[config.mk]
export PLATFORM = sky130hd
export DESIGN_NAME = sprite_blitter
export DESIGN_NICKNAME = d
export VERILOG_FILES = /design/src/rtl/sprite_blitter_pkg.sv /design/src/rtl/sprite_blitter_rom.sv /design/src/rtl/sprite_blitter.sv
export SDC_FILE = /design/constraint.sdc
export NUM_CORES = 1
export LEC_CHECK = 0
export ABC_AREA = 0
export ABC_CLOCK_PERIOD_IN_PS = 9070
export CORE_MARGIN = 2
export CORE_UTILIZATION = 45
export CTS_CLUSTER_SIZE = 16
export DETAILED_ROUTE_END_ITERATION = 8
export GPL_ROUTABILITY_DRIVEN = 0
export PLACE_DENSITY = 0.71
export SLEW_MARGIN = 20
export SYNTH_ARGS = -nofsm -noshare
export SYNTH_HDL_FRONTEND = slang
export SYNTH_HIERARCHICAL = 1
export SYNTH_SLANG_ARGS = --single-unit
export TNS_END_PERCENT = 100
[constraint.sdc]
create_clock -name clk -period 9.07 [get_ports clk]
set_input_delay 0.907 -clock clk [delete_from_list [all_inputs] [get_ports clk]]
set_output_delay 0.907 -clock clk [all_outputs]
set_load 0.02 [all_outputs]
[src/rtl/sprite_blitter_pkg.sv]
// Shared definitions for the sprite blitter slice.
// Holds the default sprite and screen geometry, the sprite ids, the palette
// colours used by the sprite ROM, the FSM state encoding, and the ROM pixel
// record type.
package sprite_blitter_pkg;

  localparam int SPR_W = 8;
  localparam int SPR_H = 8;
  localparam int SCR_W = 160;
  localparam int SCR_H = 120;

  localparam logic SPR_CROSS = 1'b0;
  localparam logic SPR_BIRD  = 1'b1;

  localparam logic [2:0] BLACK  = 3'b000;
  localparam logic [2:0] WHITE  = 3'b111;
  localparam logic [2:0] RED    = 3'b100;
  localparam logic [2:0] YELLOW = 3'b110;

  typedef enum logic [1:0] {IDLE, DRAW, DONE} state_t;

  typedef struct packed {
    logic       opaque;
    logic [2:0] colour;
  } pixel_t;

endpackage

[src/rtl/sprite_blitter_rom.sv]
// Combinational sprite bitmap lookup shared by the player and bird paths.
// Ports:
//   sprite  in  1      sprite id (SPR_CROSS / SPR_BIRD)
//   row     in  ROW_W  pixel row inside the sprite
//   col     in  COL_W  pixel column inside the sprite
//   pix     out 4      {opaque, colour[2:0]}; colour is BLACK where transparent
module sprite_blitter_rom #(
  parameter int ROW_W = 3,
  parameter int COL_W = 3
) (
  input  logic                      sprite,
  input  logic [ROW_W-1:0]          row,
  input  logic [COL_W-1:0]          col,
  output sprite_blitter_pkg::pixel_t pix
);
  import sprite_blitter_pkg::*;

  int r;
  int c;

  always_comb begin
    r   = int'(row);
    c   = int'(col);
    pix = '{opaque: 1'b0, colour: BLACK};
    if (sprite == SPR_CROSS) begin
      // Plus sign: full row 3 and full column 3.
      if (r == 3 || c == 3) pix = '{opaque: 1'b1, colour: WHITE};
    end else begin
      // Beak sits just right of the body on the eye row.
      if (r == 3 && c == 7)
        pix = '{opaque: 1'b1, colour: YELLOW};
      else if (r >= 2 && r <= 5 && c >= 1 && c <= 6)
        pix = '{opaque: 1'b1, colour: RED};
    end
  end

endmodule

[src/rtl/sprite_blitter.sv]
// Sprite blitter: turns one draw/erase request into a raster stream of
// single-pixel writes for the 160x120 vga_adapter, clipping at the screen
// edge and skipping transparent pixels.
// Ports:
//   clk, resetn            clock, asynchronous active-low reset
//   req_valid/req_ready    request handshake (ready only while idle)
//   req_x/req_y            sprite top-left corner
//   req_sprite/req_erase   sprite id, erase-to-background flag
//   vga_x/vga_y            registered pixel coordinates
//   vga_colour/vga_plot    registered pixel colour and write strobe
//   done                   one-cycle pulse after the last pixel
// Timing: the cycle in which the handshake is sampled is cycle 0. Pixel 0 is
// looked up from the live req_* inputs in that cycle so it is on the vga_*
// registers in cycle 1; pixel n follows in cycle n+1, done in the cycle after
// the last pixel, and req_ready one cycle later.
module sprite_blitter #(
  parameter int         SPR_W     = sprite_blitter_pkg::SPR_W,
  parameter int         SPR_H     = sprite_blitter_pkg::SPR_H,
  parameter int         SCR_W     = sprite_blitter_pkg::SCR_W,
  parameter int         SCR_H     = sprite_blitter_pkg::SCR_H,
  parameter logic [2:0] BG_COLOUR = 3'b000
) (
  input  logic       clk,
  input  logic       resetn,
  input  logic       req_valid,
  output logic       req_ready,
  input  logic [7:0] req_x,
  input  logic [6:0] req_y,
  input  logic       req_sprite,
  input  logic       req_erase,
  output logic [7:0] vga_x,
  output logic [6:0] vga_y,
  output logic [2:0] vga_colour,
  output logic       vga_plot,
  output logic       done
);
  import sprite_blitter_pkg::*;

  localparam int CX_W = $clog2(SPR_W);
  localparam int CY_W = $clog2(SPR_H);

  state_t          state, state_nx;
  logic [CX_W-1:0] cx;
  logic [CY_W-1:0] cy;
  logic [7:0]      lat_x;
  logic [6:0]      lat_y;
  logic            lat_sprite;
  logic            lat_erase;

  logic            hs;
  logic            cnt_zero;
  logic            vld_p0;
  logic [7:0]      src_x_p0;
  logic [6:0]      src_y_p0;
  logic            src_sprite_p0;
  logic            src_erase_p0;
  logic [8:0]      sum_x_p0;
  logic [7:0]      sum_y_p0;
  pixel_t          pix_p0;

  // Sums are one bit wider than the coordinates so a sprite hanging off the
  // right/bottom edge is clipped instead of wrapping to the other side.
  function automatic logic on_screen(input logic [8:0] sx, input logic [7:0] sy);
    return (sx < 9'(SCR_W)) && (sy < 8'(SCR_H));
  endfunction

  assign hs        = req_valid & req_ready;
  assign req_ready = (state == IDLE);
  assign done      = (state == DONE);

  // Counters come back to zero after the last pixel, which marks the final
  // DRAW cycle (no pixel issued, move on to DONE).
  assign cnt_zero = (cx == '0) && (cy == '0);

  // Stage p0: pixel lookup and clip. Pixel 0 comes from the live request.
  assign vld_p0        = hs | ((state == DRAW) & ~cnt_zero);
  assign src_x_p0      = hs ? req_x      : lat_x;
  assign src_y_p0      = hs ? req_y      : lat_y;
  assign src_sprite_p0 = hs ? req_sprite : lat_sprite;
  assign src_erase_p0  = hs ? req_erase  : lat_erase;
  assign sum_x_p0      = {1'b0, src_x_p0} + 9'(cx);
  assign sum_y_p0      = {1'b0, src_y_p0} + 8'(cy);

  sprite_blitter_rom #(
    .ROW_W(CY_W),
    .COL_W(CX_W)
  ) u_rom (
    .sprite(src_sprite_p0),
    .row   (cy),
    .col   (cx),
    .pix   (pix_p0)
  );

  always_comb begin
    state_nx = state;
    case (state)
      IDLE:    if (hs) state_nx = DRAW;
      DRAW:    if (cnt_zero) state_nx = DONE;
      DONE:    state_nx = IDLE;
      default: state_nx = IDLE;
    endcase
  end

  always_ff @(posedge clk or negedge resetn) begin
    if (!resetn) begin
      state      <= IDLE;
      cx         <= '0;
      cy         <= '0;
      lat_x      <= '0;
      lat_y      <= '0;
      lat_sprite <= 1'b0;
      lat_erase  <= 1'b0;
    end else begin
      state <= state_nx;
      if (hs) begin
        lat_x      <= req_x;
        lat_y      <= req_y;
        lat_sprite <= req_sprite;
        lat_erase  <= req_erase;
      end
      if (vld_p0) begin
        if (cx == CX_W'(SPR_W - 1)) begin
          cx <= '0;
          cy <= cy + CY_W'(1);
        end else begin
          cx <= cx + CX_W'(1);
        end
      end
    end
  end

  // Stage p1: registered vga outputs; coordinates/colour hold when idle.
  always_ff @(posedge clk or negedge resetn) begin
    if (!resetn) begin
      vga_x      <= '0;
      vga_y      <= '0;
      vga_colour <= '0;
      vga_plot   <= 1'b0;
    end else begin
      vga_plot <= vld_p0 & pix_p0.opaque & on_screen(sum_x_p0, sum_y_p0);
      if (vld_p0) begin
        vga_x      <= sum_x_p0[7:0];
        vga_y      <= sum_y_p0[6:0];
        vga_colour <= src_erase_p0 ? BG_COLOUR : pix_p0.colour;
      end
    end
  end

endmodule
==> out/metrics.csv, run 1 <==
metric;value;unit
status;complete, no violations;
ys_seq_area_share;46.4;%
avgSynthCellArea;9.49;um^2
synth_edf_count;0;
final_nets;322;
viasPerCell;5.16;
clockBufferDepth;2;
rsz0062_at_grt;false;
grt_use_total;18.4;%
dp_hpwl;3440;um
drive_gt1_share;7.93;%
fp.dieArea;5870;um^2
min_to;vga_y[1]$_DFFE_PN0N_;
synth-compound-area-share;12.7;%
final_cell_count_no_fill;360;
slew_headroom;62.5;%
io_pins;41;
dr.pass1.iters;4;
grt_pass1_wl;8640;um
power.leakage;1.33;nW
start_util;46.5;%
grt_overflow;0;
syn_area;2370;um^2
coreArea;5110;um^2
synth_top_area_share;46.4;%
synthMuxAreaShare;4.11;%
synthArstFlopShare;100;%
cts_hold_buf;0;
setup_ws;5.43;ns
cp_cell_sequence;clkdlybuf4s50_1, or3b_4, nand2_1, nand2_1, ha_1, fa_1, a21oi_1, nand3_1, o21ba_1, nor3_1, o31ai_1, nor3_1;
cp_slowest_stage_delay;0.54;ns
synth_area_leaders;dfrtp_1 46%, nand2_1 10%, ha_1 5.8%, xnor2_1 4.8%, a21oi_1 2.3%;
die_h;76.6;um
first_global_vias;1898;
portBuffers;40;
synth_simple_gate_area_share;19.7;%
cpMaxStageDelayCell;or3b_4;
max_slew.worst_pin.slew;0.563;ns
syn_to_final_growth;23.7;%
rows;26;
wl;5020;um
path_clk_slew;0.08;ns
fin_crit_sh;40.2;%
synth_seq_cells;44;
ys_types;46;
worstPathArrival;3.87;ns
fin_area;2940;um^2
r2r_slack;6.04;ns
synth_ff_type;dfrtp_1;
maxCapViolCount;0;
path_class;in -> reg;
clock-root-buffer;clkbuf_8;
critPathCaptureType;flip-flop;
whs;0.480;ns
synth_nets;283;
skew;0.00395;ns
final-setup-viol-count;0;
drtAntennaViolNets;0;
antenna_found_initial;0;
max_freq;0.275;GHz
r2r_cells;11;
cp.required;9.29;ns
clk_latency;0.30;ns
crit_path_start_kind;input port;
synth_xor_area_share;5.54;%
finalMaxSlewViolations;0;
ir_drop;0.000169;V
syn_inst;250;
r2r-start;state[0]$_DFFE_PN0P_;
synth_warnings;6;
post_cts_buffers;0;
cts_sinks;44;
min-delay-start;vga_y[1]$_DFFE_PN0N_;
cts_htree_levels;2;
synth_largest_area_cell;dfrtp_1;
drc_errors;0;
min_delay_path_depth;2;
synth_top_family_by_area;simple AND/OR/NAND/NOR gates;
p_per_area;379;nW/um^2
fp.dieW;76.6;um
cp_max_fo;21;
grt_max_degree;45;
num_vias;1858;
diodes;0;
hold_path.class;reg -> reg;
rr_endpoint;vga_plot$_DFF_PN0_;
min_period;3.64;ns
drtIter0Drc;96;
hold_viol;0;
dpl.cell_count;352;
cts_tree;done;
cts_resized;0;
preCtsSetupSlack;5.11;ns
synth_adder_area_share;7.49;%
place_area;2830;um^2
wl_per_cell;14.0;um
numCtsBuffers;5;
fin_setup_tns;0;ns
==> per-stage QoR <==
stage / total power, W / util (%)
final: 0.00111 / 57.5
after detailed placement: 0.000962 / 55.3
after CTS: 0.00112 / 57.4
after global placement: 0.000949 / 55.3
after floorplan: 0.000783 / -
after global routing: 0.00121 / 57.5
==> logic make-up (layout without fill, tap and decap cells) <==
kind of cell             count (synthesis)  in the layout
AO/OA/AOI/OAI                           42             42
XOR/XNOR                                15             15
adder cells (fa/ha/maj)                 13             13
buffers and inverters                   23             63
flip-flops                              44             44
multiplexers                             8              8
AND/OR/NAND/NOR                        105            105
==> worst max-delay path by stage <==
stage                   start                 end  depth (start not counted)
global placement    req_valid  vga_plot$_DFF_PN0_                         12
CTS                 req_valid  vga_plot$_DFF_PN0_                         12
global route        req_valid  vga_plot$_DFF_PN0_                         12
finish              req_valid  vga_plot$_DFF_PN0_                         12
detailed placement  req_valid  vga_plot$_DFF_PN0_                         12
floorplan           req_valid  vga_plot$_DFF_PN0_                         13
==> power by group <==
group / internal [W] / leakage, nW / switching, W
clock: 0.0000818 / 0.0552 / 0.0000687
combinational: 0.000264 / 0.730 / 0.000328
sequential: 0.000293 / 0.541 / 0.0000774
total: 0.000639 / 1.33 / 0.000474
==> Yosys cell counts, drive strengths merged, types with 2 or more instances <==
cell type,instances
a21o,2
o22a,2
nand2,64
nor3,5
a21oi,12
o21bai,2
nand3,8
a22o,3
nand3b,4
clkbuf,6
buf,4
o21ai,12
nor2,11
mux2i,6
fa,2
dfrtp,44
mux2,2
or3,4
a221oi,2
xnor2,13
inv,13
ha,11
nand4,4
xor2,2
==> placed cells by master, fill, tap and decap left out, drive strengths merged, types with 2 or more instances in the layout <==
cell           instances
nand2                 64
dfrtp                 44
clkdlybuf4s50         39
xnor2                 13
inv                   13
a21oi                 12
o21ai                 12
nor2                  11
ha                    11
nand3                  8
clkbuf                 6
mux2i                  6
nor3                   5
or3                    4
nand4                  4
nand3b                 4
a22o                   3
buf                    3
a21o                   2
xor2                   2
o21bai                 2
fa                     2
mux2                   2
o22a                   2
a221oi                 2
==> layer usage <==
metal  routed length [um]  up-vias  global-route usage [%]
li1                     -      921                       -
met1                 2440      889                    24.7
met2                 2310       44                    29.3
met3                  226        4                    5.09
met4                   46        0                    5.27
met5                    0        -                       0
==> worst max-delay path, delay by kind of cell <==
family                     cells  cell delay (ns)
buffers and inverters          1             0.48
and+or+nand+nor                6             1.21
adders and majority gates      2             0.61
AOI/OAI and AO/OA              3             0.66
==> state kept, by name, summed over array words and instances (netlist names) <==
register and cells:
lat_x 8, vga_x 8, lat_y 7, vga_y 7, cx 3, cy 3, vga_colour 3, state 2
lat_erase 1, lat_sprite 1, vga_plot 1
==> area by class of cell <==
class                   count  area (um^2)
flip-flops and latches     44         1100
clock inverters             2         35.0
inverters                  13         48.8
multi-input cells         183         1180
well taps                  70         87.6
fillers                   471         2170
repair buffers             42          413
clock buffers               6         72.6
No activity file was read; power rests on OpenSTA's default activity.
==> run 2: changes to the inputs <==
--- a/config.mk
+++ b/config.mk
@@ -6,7 +6,7 @@
 export NUM_CORES = 1
 export LEC_CHECK = 0
 export ABC_AREA = 0
-export ABC_CLOCK_PERIOD_IN_PS = 9070
+export ABC_CLOCK_PERIOD_IN_PS = 3500
 export CORE_MARGIN = 2
 export CORE_UTILIZATION = 45
 export CTS_CLUSTER_SIZE = 16
==> constraint.sdc (replaced) <==
create_clock -name clk -period 3.5 [get_ports clk]
set_input_delay 0.35 -clock clk [delete_from_list [all_inputs] [get_ports clk]]
set_output_delay 0.35 -clock clk [all_outputs]
set_load 0.02 [all_outputs]
==> out/metrics.csv, run 2 (synthesis results as in run 1) <==
metric;value;unit
clockBufferDepth;2;
ir_drop;0.000438;V
hold_path.class;in -> async;
num_vias;1853;
whs;0.207;ns
hold_viol;0;
status;complete, no violations;
portBuffers;40;
path_class;in -> reg;
drc_errors;0;
die_h;76.6;um
r2r-start;state[0]$_DFFE_PN0P_;
final_common_cell;nand2_1;
fill_cells;474;
crit_path_start_kind;input port;
post_cts_buffers;0;
worstPathArrival;3.01;ns
grt_max_degree;45;
drtAntennaViolNets;0;
start_util;46.5;%
dr.pass1.iters;4;
p_per_area;986;nW/um^2
cts_tree;done;
cp_max_fo;9;
max_freq;0.359;GHz
critPathCaptureType;flip-flop;
preCtsSetupSlack;0.401;ns
final_cell_count_no_fill;363;
rsz0062_at_grt;false;
grt_use_total;18.4;%
skew;0.0108;ns
antenna_found_initial;0;
crit_path_start;req_valid;
dpl.cell_count;355;
finalMaxSlewViolations;0;
setup_ws;0.713;ns
final-setup-viol-count;0;
final_nets;325;
fin_crit_sh;79.6;%
r2r_cells;11;
fin_area;2970;um^2
cts_sinks;44;
first_global_vias;1860;
rr_endpoint;vga_plot$_DFF_PN0_;
max_slew.worst_pin.slew;0.982;ns
dp_hpwl;3550;um
layout_common_cells;64 x nand2_1, 44 x dfrtp_1, 39 x clkdlybuf4s50_1;
maxCapViolCount;0;
numCtsBuffers;5;
fp.dieW;76.6;um
cp.required;3.72;ns
grt_overflow;0;
drive_gt1_share;9.22;%
diodes;0;
syn_to_final_growth;25.1;%
reg.largest.list;lat_x (8), vga_x (8);
io_pins;41;
wl_per_cell;13.8;um
cts_resized;0;
fp.dieArea;5870;um^2
rows;26;
place_area;2850;um^2
slew_headroom;34.5;%
clk_latency;0.30;ns
viasPerCell;5.10;
power.leakage;1.34;nW
coreArea;5110;um^2
min_period;2.79;ns
cts_htree_levels;2;
grt_pass1_wl;8630;um
crit_end;vga_plot$_DFF_PN0_;
path_clk_slew;0.09;ns
fin_setup_tns;0;ns
clock-root-buffer;clkbuf_8;
r2r_slack;0.79;ns
drtIter0Drc;82;
cts_hold_buf;0;
wl;5020;um
## run 2: changes by cell type in the layout (fill, tap and decap cells not counted)
| cell | before | now |
|---|---|---|
| clkbuf_1 | 1 | 0 |
| buf_2 | 0 | 1 |
| clkbuf_8 | 5 | 6 |
| buf_4 | 3 | 5 |
| clkinv_4 | 0 | 1 |
| clkinv_2 | 1 | 0 |
## run 2: critical path: stages
cell and delay (ns):
clkdlybuf4s50_1 0.49, or3b_4 0.45, nand2_1 0.09, nand2_1 0.07, ha_1 0.21, fa_1 0.40
a21oi_1 0.21, nand3_1 0.11, o21ba_1 0.17, nor3_1 0.19, o31ai_1 0.10, nor3_1 0.18
## run 2: how the worst min path moves through the flow
stage	start	to	slack, ns	depth (start not counted)
after CTS	resetn	lat_y[4]$_DFF_PN0_	0.24	1
final	resetn	vga_y[2]$_DFFE_PN0N_	0.21	1
after floorplan	resetn	cx[0]$_DFFE_PN0N_	0.05	0
after global routing	resetn	lat_y[4]$_DFF_PN0_	0.27	1
after global placement	vga_y[1]$_DFFE_PN0N_	vga_y[1]$_DFFE_PN0N_	0.46	2
after detailed placement	vga_y[0]$_DFFE_PN0N_	vga_y[0]$_DFFE_PN0N_	0.46	2
## run 2: layout make-up
class,count,area [um^2],share of cell area (%)
sequential,44,1100,37.1
clock buffer,6,82.6,2.78
multi-input combinational,183,1180,39.7
inverter,13,48.8,1.64
tap,70,87.6,2.95
timing repair buffer,45,433,14.6
clock inverter,2,38.8,1.31
## run 2: stage by stage
stage          util [%]  total power, W
2_1_floorplan         -         0.00203
3_3_place_gp       55.8         0.00249
6_report           58.2         0.00293
3_5_place_dp       55.8         0.00252
5_1_grt            58.2         0.00319
4_1_cts            58.2         0.00296
## run 2: per-layer routing
metal / share of wire [%] / GRT usage (%) / wire (um) / vias to the layer above
met2: 47 / 29.6 / 2360 / 51
met1: 48 / 24.5 / 2390 / 870
met4: 1.0 / 6.18 / 51 / 0
met3: 4.4 / 4.50 / 219 / 5
li1: - / - / - / 927
met5: 0 / 0 / 0 / -
## run 2: power breakdown
part | switching (W) | leakage (nW) | internal [W]
clock | 0.000182 | 0.0614 | 0.000234
sequential | 0.000204 | 0.541 | 0.000759
combinational | 0.000846 | 0.743 | 0.000704
total | 0.00123 | 1.34 | 0.00170
==> run 3: changes to the inputs <==
--- a/config.mk
+++ b/config.mk
@@ -6,13 +6,13 @@
 export NUM_CORES = 1
 export LEC_CHECK = 0
 export ABC_AREA = 0
-export ABC_CLOCK_PERIOD_IN_PS = 3500
+export ABC_CLOCK_PERIOD_IN_PS = 2400
 export CORE_MARGIN = 2
 export CORE_UTILIZATION = 45
 export CTS_CLUSTER_SIZE = 16
 export DETAILED_ROUTE_END_ITERATION = 8
 export GPL_ROUTABILITY_DRIVEN = 0
-export PLACE_DENSITY = 0.71
+export PLACE_DENSITY = 0.73
 export SLEW_MARGIN = 20
 export SYNTH_ARGS = -nofsm -noshare
 export SYNTH_HDL_FRONTEND = slang
==> constraint.sdc (replaced) <==
create_clock -name clk -period 2.4 [get_ports clk]
set_input_delay 0.24 -clock clk [delete_from_list [all_inputs] [get_ports clk]]
set_output_delay 0.24 -clock clk [all_outputs]
set_load 0.02 [all_outputs]
==> out/metrics.csv, run 3 (synthesis results as in run 1) <==
metric;value;unit
viasPerCell;5.09;
num_vias;2015;
grt_use_total;20.9;%
numCtsBuffers;5;
pwr-share-comb;62.4;%
rr_endpoint;vga_plot$_DFF_PN0_;
crit_end;vga_plot$_DFF_PN0_;
max_freq;0.409;GHz
portBuffers;40;
final_nets;358;
cp_max_fo;4;
maxCapViolCount;0;
path_clk_slew;0.08;ns
drive_gt1_share;24.8;%
io_pins;41;
whs;0.101;ns
antenna_found_initial;0;
fp.dieArea;5870;um^2
die_h;76.6;um
diodes;0;
r2r_slack;-0.05;ns
final-setup-viol-count;3;
r2r-start;state[0]$_DFFE_PN0P_;
p_int;0.00287;W
slew_headroom;33.4;%
cp.required;2.59;ns
power.leakage;1.51;nW
fill_cells;419;
coreArea;5110;um^2
violations;setup timing;
finalMaxSlewViolations;0;
path_class;reg -> reg;
reg.largest.list;lat_x (8), vga_x (8);
p_per_area;1470;nW/um^2
cts_htree_levels;2;
min_period;2.45;ns
preCtsSetupSlack;-0.371;ns
worstPathArrival;2.64;ns
drc_errors;0;
swShare;41.9;%
dp_hpwl;3790;um
drtIter0Drc;84;
max_slew.worst_pin.slew;0.999;ns
start_util;46.5;%
final_cell_count_no_fill;396;
cts_sinks;44;
clkPwrFrac;9.9;%
skew;0.00298;ns
r2r_cells;11;
clock-root-buffer;clkbuf_8;
cts_tree;done;
hold_viol;0;
grt_pass1_wl;9760;um
p_switching;0.00207;W
hold_path.class;in -> async;
ir_drop;0.000630;V
place_area;3050;um^2
seqPwrFrac;27.7;%
status;finished with violations;
fp.dieW;76.6;um
wl;5560;um
clockBufferDepth;2;
crit_path_start_kind;flip-flop;
dr.pass1.iters;4;
fin_crit_sh;102;%
critPathCaptureType;flip-flop;
rsz0062_at_grt;true;
rows;26;
fin_util;65.8;%
drtAntennaViolNets;0;
syn_to_final_growth;41.6;%
wl_per_cell;14.0;um
crit_path_start;state[0]$_DFFE_PN0P_;
clk_latency;0.30;ns
dpl.cell_count;374;
fin_area;3360;um^2
first_global_vias;2029;
grt_overflow;0;
final_common_cell;nand2_1;
layout_common_cells;56 x nand2_1, 43 x dfrtp_1, 39 x clkdlybuf4s50_1;
grt_max_degree;45;
setup_ws;-0.0469;ns
## run 3: cell count changes in the layout (fill, tap and decap cells not counted), moves of 2 or more
cell / change
a21oi_4: +3
nand2_2: +7
fa_2: +2
o21ai_0: -4
ha_4: +4
buf_4: +30
fa_1: -2
o21ai_1: +4
nand2_1: -8
ha_1: -4
clkbuf_1: +2
a21oi_1: -4
buf_6: +2
## run 3: worst max-delay path: stages (launching register included)
cell and delay, ns:
dfrtp_2 0.43, or3b_4 0.41, buf_4 0.16, nand2_1 0.07
nand2_2 0.07, ha_4 0.17, fa_2 0.37, a21oi_2 0.18
xor2_1 0.17, a31oi_1 0.11, a21oi_1 0.14, nor3_1 0.06
## run 3: power groups by stage
stage / clock network (W) / logic [W] / registers, W
4_1_cts: 0.000498 / 0.00286 / 0.00136
3_5_place_dp: 0 / 0.00268 / 0.00137
6_report: 0.000487 / 0.00308 / 0.00137
5_1_grt: 0.000538 / 0.00342 / 0.00142
3_3_place_gp: 0 / 0.00262 / 0.00136
2_1_floorplan: 0 / 0.00155 / 0.00154
## run 3: area by class of cell
| type | instances | area [um^2] | area share, % |
|---|---|---|---|
| multi-input combinational | 183 | 1330 | 39.6 |
| tap | 70 | 87.6 | 2.61 |
| inverter | 13 | 48.8 | 1.45 |
| timing repair buffer | 78 | 701 | 20.8 |
| sequential | 44 | 1100 | 32.8 |
| clock buffer | 8 | 90.1 | 2.68 |
## run 3: routing by layer
layer | GRT usage (%) | vias up | part of all wire (%)
li1 | - | 993 | -
met1 | 26.2 | 973 | 44
met2 | 36.1 | 43 | 51
met3 | 5.09 | 6 | 4.0
met4 | 6.00 | 0 | 1.2
met5 | 0 | - | 0
## run 3: through the flow
step           setup TNS [ns]  total power [W]
2_1_floorplan          -0.386          0.00309
3_3_place_gp            -2.04          0.00398
3_5_place_dp            -2.54          0.00405
4_1_cts                     0          0.00472
5_1_grt                 -1.02          0.00538
6_report              -0.0985          0.00494
## run 3: worst min path at each step
stage	to	slack [ns]	cells past startpoint
floorplan	cx[0]$_DFFE_PN0N_	-0.06	0
global placement	vga_x[6]$_DFFE_PN0N_	0.45	1
detailed placement	lat_x[3]$_DFF_PN0_	0.46	1
CTS	lat_x[3]$_DFF_PN0_	0.13	1
global route	lat_x[3]$_DFF_PN0_	0.16	1
finish	lat_x[3]$_DFF_PN0_	0.10	1
## run 3: repair_timing
action                     in CTS  in global routing
gates resized for setup        11                 14
setup endpoints to repair       4                  8
hold buffers                    0                  0
pin swaps                      10                 20
setup buffers                   4                 10
